<file path="src/rtl/operand_fetch.sv">
// Issue stage ahead of the ALU: register-file read with writeback forwarding,
// per-register busy scoreboard, and a one-deep valid/ready output register.
module operand_fetch #(
  parameter int DATA_W = 32,
  parameter int NREGS  = 32,
  parameter int ADDR_W = 5,
  parameter int IMM_W  = 16
) (
  input  logic              clk,
  input  logic              reset_n,
  input  logic              in_valid,
  output logic              in_ready,
  input  logic [ADDR_W-1:0] in_rs,
  input  logic [ADDR_W-1:0] in_rt,
  input  logic [ADDR_W-1:0] in_rd,
  input  logic [IMM_W-1:0]  in_imm,
  input  logic              in_use_imm,
  input  logic [3:0]        in_ctrl,
  output logic              out_valid,
  input  logic              out_ready,
  output logic [DATA_W-1:0] out_busA,
  output logic [DATA_W-1:0] out_busB,
  output logic [3:0]        out_ctrl,
  output logic [ADDR_W-1:0] out_rd,
  input  logic              wb_en,
  input  logic [ADDR_W-1:0] wb_rd,
  input  logic [DATA_W-1:0] wb_data
);

  logic [NREGS-1:0][DATA_W-1:0] regs;
  logic [NREGS-1:0]             busy;

  logic              wb_rs, wb_rt, busy_rs, busy_rt, hazard, accept, wb_wr;
  logic [DATA_W-1:0] rd_a, rd_b, imm_x;

  // A writeback landing this cycle both supplies the data and retires the hazard.
  always_comb begin
    wb_rs   = wb_en && (wb_rd == in_rs);
    wb_rt   = wb_en && (wb_rd == in_rt);
    rd_a    = (in_rs == '0) ? '0 : (wb_rs ? wb_data : regs[in_rs]);
    rd_b    = (in_rt == '0) ? '0 : (wb_rt ? wb_data : regs[in_rt]);
    busy_rs = busy[in_rs] & ~wb_rs;
    busy_rt = busy[in_rt] & ~wb_rt;
    hazard  = busy_rs | (~in_use_imm & busy_rt);
    imm_x   = {{(DATA_W-IMM_W){in_imm[IMM_W-1]}}, in_imm};
  end

  assign in_ready = (~out_valid | out_ready) & ~hazard;
  assign accept   = in_valid & in_ready;
  assign wb_wr    = wb_en && (wb_rd != '0);

  // Set after clear, so an issue and a writeback to the same rd leave it busy.
  always_ff @(posedge clk or negedge reset_n) begin
    if (!reset_n) begin
      regs <= '0;
      busy <= '0;
    end else begin
      if (wb_wr) begin
        regs[wb_rd] <= wb_data;
        busy[wb_rd] <= 1'b0;
      end
      if (accept && (in_rd != '0))
        busy[in_rd] <= 1'b1;
    end
  end

  always_ff @(posedge clk or negedge reset_n) begin
    if (!reset_n) begin
      out_valid <= 1'b0;
      out_busA  <= '0;
      out_busB  <= '0;
      out_ctrl  <= '0;
      out_rd    <= '0;
    end else if (accept) begin
      out_valid <= 1'b1;
      out_busA  <= rd_a;
      out_busB  <= in_use_imm ? imm_x : rd_b;
      out_ctrl  <= in_ctrl;
      out_rd    <= in_rd;
    end else if (out_ready) begin
      out_valid <= 1'b0;
    end
  end

endmodule
</file>
<file path="config.mk">
export PLATFORM = sky130hd
export DESIGN_NAME = operand_fetch
export DESIGN_NICKNAME = d
export VERILOG_FILES = /design/src/rtl/operand_fetch.sv
export SDC_FILE = /design/constraint.sdc
export NUM_CORES = 2
export LEC_CHECK = 0
export CAP_MARGIN = 0
export CORE_ASPECT_RATIO = 1.25
export CORE_MARGIN = 1
export CORE_UTILIZATION = 57
export DETAILED_ROUTE_END_ITERATION = 10
export HOLD_SLACK_MARGIN = 0.02
export PLACE_DENSITY = 0.77
export SLEW_MARGIN = 0
export SYNTH_ARGS = -nofsm -noshare
export SYNTH_HDL_FRONTEND = slang
export SYNTH_SLANG_ARGS = --single-unit
export TNS_END_PERCENT = 10
</file>
<file path="constraint.sdc">
create_clock -name clk -period 3 [get_ports clk]
set_clock_uncertainty 0.1 [all_clocks]
set_input_delay 0.6 -clock clk [delete_from_list [all_inputs] [get_ports clk]]
set_output_delay 0.6 -clock clk [all_outputs]
set_load 0.02 [all_outputs]
</file>
==> key figures <==
Run status
  • Status: finished, violations left
  • Failing checks: setup timing

Clock tree
  • Num Clock Sinks: 1130
  • Num CTS Buffers: between 100 and 150
  • Clk buf depth: 3
  • Clk_lat worst skew: ~720 ps
  • CTS tree: done
  • Root Driver: clkbuf_16
  • Worst-path clk slew: 60 ps
  • H-tree depth: 3

Setup path
  • Critical path type: reg2out
  • Crit. Startpoint: busy[31]
  • Crit start category: flop
  • Slowest Stage Delay on Critical Path: approximately 460 ps
  • Reg2reg setup slack: 100 ps
  • Worst Path Required: 2300 ps
  • CP max-delay cell: mux4_2
  • Worst path cell trace: mux4_2, or3b_1, o2111ai_2, o31ai_2, nor2_2, buf_6
  • Max FO, Critical Path: 2
  • Worst R2R Start: busy[15]
  • WP data arrival: 2570 ps
  • Worst setup EP type: primary output

Place
  • Final HPWL from detailed placement: roughly 110000 um
  • Port Buffers: 152
  • Placer Congestion: 0.886
  • Placed Cells: 5127
  • Dpl cell area: 0.0652 mm2

STA
  • RSZ-0062 raised after global routing: true
  • Post-layout min period: 3270 ps
  • Max Fclk: about 310 MHz
  • Worst-margin pin slew: around 970 ps
  • Final Slew Violations: 0
  • Tcrit/Tclk final: 109%
  • Relative slew slack: 35.0%
  • Final setup vio count: 1
  • Setup ws final: -268 ps
  • Final Hold Fails: 0

Synth
  • Mapped cell area: 0.0591 mm2
  • Register area share after synthesis: 47.8%
  • Post-synth top cells: dfrtp_1, mux2_2, mux4_2
  • Synth top area cells: dfrtp_1, mux4_2, mux2_2
  • Cell count after synthesis: ~3700
  • Yosys warns: 0
  • Flops & latches, synth: 1130
  • Most frequent cell after synthesis: dfrtp_1
  • Post-synthesis cell type count: 50
  • Synth Flop Type: dfrtp_1
  • Syn avg cell area: between 15 and 20 um2
  • Fraction of registers with async set or reset after synthesis: 100%
  • Share of the synthesized area in the top cell type: between 40% and 50%
  • Post-synth net total: 3780
  • Post-synth EDFFs: 0
  • Largest area contributor in the netlist: dfrtp_1

Routing
  • Via density: 7.07
  • Met3 wire len: roughly 14000 um
  • DRT Pass-1 Iters: 6
  • Routed WL: 177000 um
  • Routed WL per cell: 33.1 um
  • DRT iter0 DRCs: 3705
  • Top sig layer: met5
  • Via Count: 37800
  • WL met2: 86700 um
  • Antenna viol nets, final: 0
  • # DRC: 0
  • Met1 Routed Length: 64500 um

Power and ir drop
  • Leakage power: 29.8 nW
  • Max VDD drop: 0.505 mV
  • PwrDens: 671 mW/mm2

Min path
  • Hold crit path type: reg2reg
  • Worst Hold Launch: regs[11]

GRT
  • Antenna violations before repair: 2
  • Total GRT Usage: roughly a third
  • First-pass GRT wire length: 267000 um
  • Vias in the first global route: 39800
  • Grt ovf: 0
  • Pin count of the biggest net entering global routing: 97

Floorplan
  • # IOs: between 150 and 200
  • Core Area: around 0.1 mm2
  • Starting Density: 57.7%
  • FP Rows: 131
  • Die ar.: 0.105 mm2
  • Die height: 362 um
  • Die span in x: 290 um

Flow run
  • Max Cap Viol: 0

Finish
  • Share of cells above drive strength 1: 57.0%
  • Non-filler cells in the finished layout: ~5300
  • Final #Nets: 3993
  • Fin area: 0.0693 mm2
  • N_diodes: 0
  • Area delta synth->final: 17.2%
-- layout make-up --
class / instances / area, um2
well taps: 1330 / 1660
clock buffers: 163 / 3380
clock inverters: 50 / 673
flip-flops and latches: 1130 / 28300
multi-input cells: 2127 / 29200
inverters: 24 / 90.1
fillers: 6796 / 33100
repair buffers: 519 / 6010
-- critical path, delay by kind of cell, from the launching register on --
kind,cells,cell delay [ps]
multiplexers,1,460
flip-flops,1,390
AO/OA/AOI/OAI,2,270
buffers and inverters,1,140
AND/OR/NAND/NOR,2,590
-- through the flow --
stage	total power [W]	setup WS, ps	utilization (%)	TNS [ps]	hold slack, ps
global route	0.0482	-301	67.7	-301	310
global placement	0.0307	-724	63.6	-51310	276
CTS	0.0466	-274	67.6	-274	297
floorplan	0.0274	-19.0	-	-172	204
detailed placement	0.0313	-686	63.6	-51040	283
finish	0.0465	-268	67.7	-268	294
-- routing by layer --
| layer | up-vias | track usage, % |
|---|---|---|
| li1 | 14900 | - |
| met1 | 20300 | 44.0 |
| met5 | - | 0 |
| met4 | 4 | 20.0 |
| met3 | 589 | 6.34 |
| met2 | 1968 | 56.1 |
-- logic make-up (layout without fill, tap and decap cells) --
family                    Yosys count  in the layout  share of synthesized area, %
AOI/OAI and AO/OA                 174            174                          2.47
xor gates and xnor gates           10             10                         0.148
buffers and inverters             445            756                          3.24
DFF                              1130           1130                          47.8
muxes                            1725           1725                          44.5
and+or+nand+nor                   218            218                          1.78
-- sequential cells by signal (all words and copies together), names as in the netlist --
| signal | cells |
|---|---|
| busy | 32 |
| out_busA | 32 |
| out_busB | 32 |
| out_ctrl | 4 |
| out_rd | 5 |
| out_valid | 1 |
| regs | 1024 |
-- final timing paths --
| kind | to | depth (start not counted) |
|---|---|---|
| min in group asynchronous | regs[556] | 2 |
| max | in_ready | 6 |
| max in group asynchronous | regs[836] | 4 |
| min | regs[11] | 0 |
| max reg2reg | out_busB[9] | 10 |
| min reg2reg | regs[11] | 0 |
-- cells in the final DEF, fill, tap and decap left out, drive strengths merged, types with 33 or more instances in the layout --
master / Yosys / final
dfrtp: 1130 / 1130
mux2: 1065 / 1065
mux4: 617 / 617
buf: 127 / 377
clkbuf: 294 / 163
clkdlybuf4s50: 0 / 141
nand2: 84 / 84
mux2i: 43 / 43
nor2: 35 / 35
nand3: 33 / 33
-- timing repair --
| item | CTS | global route |
|---|---|---|
| pin swaps | 4 | 2 |
| endpoints found under the setup margin | 1 | 6 |
| hold buffers | 1 | 0 |
| buffers inserted | 0 | 2 |
| gates resized for setup | 12 | 0 |
| endpoints found under the hold margin | 26 | 0 |
-- power breakdown --
group | internal [W] | switching [W] | leakage [nW] | total, W
clock network | 0.00902 | 0.00629 | 1.99 | 0.0153
registers | 0.0183 | 0.00231 | 14.5 | 0.0206
logic | 0.00655 | 0.00402 | 13.3 | 0.0106
total | 0.0339 | 0.0126 | 29.8 | 0.0465
No activity file was read; power rests on OpenSTA's default activity.
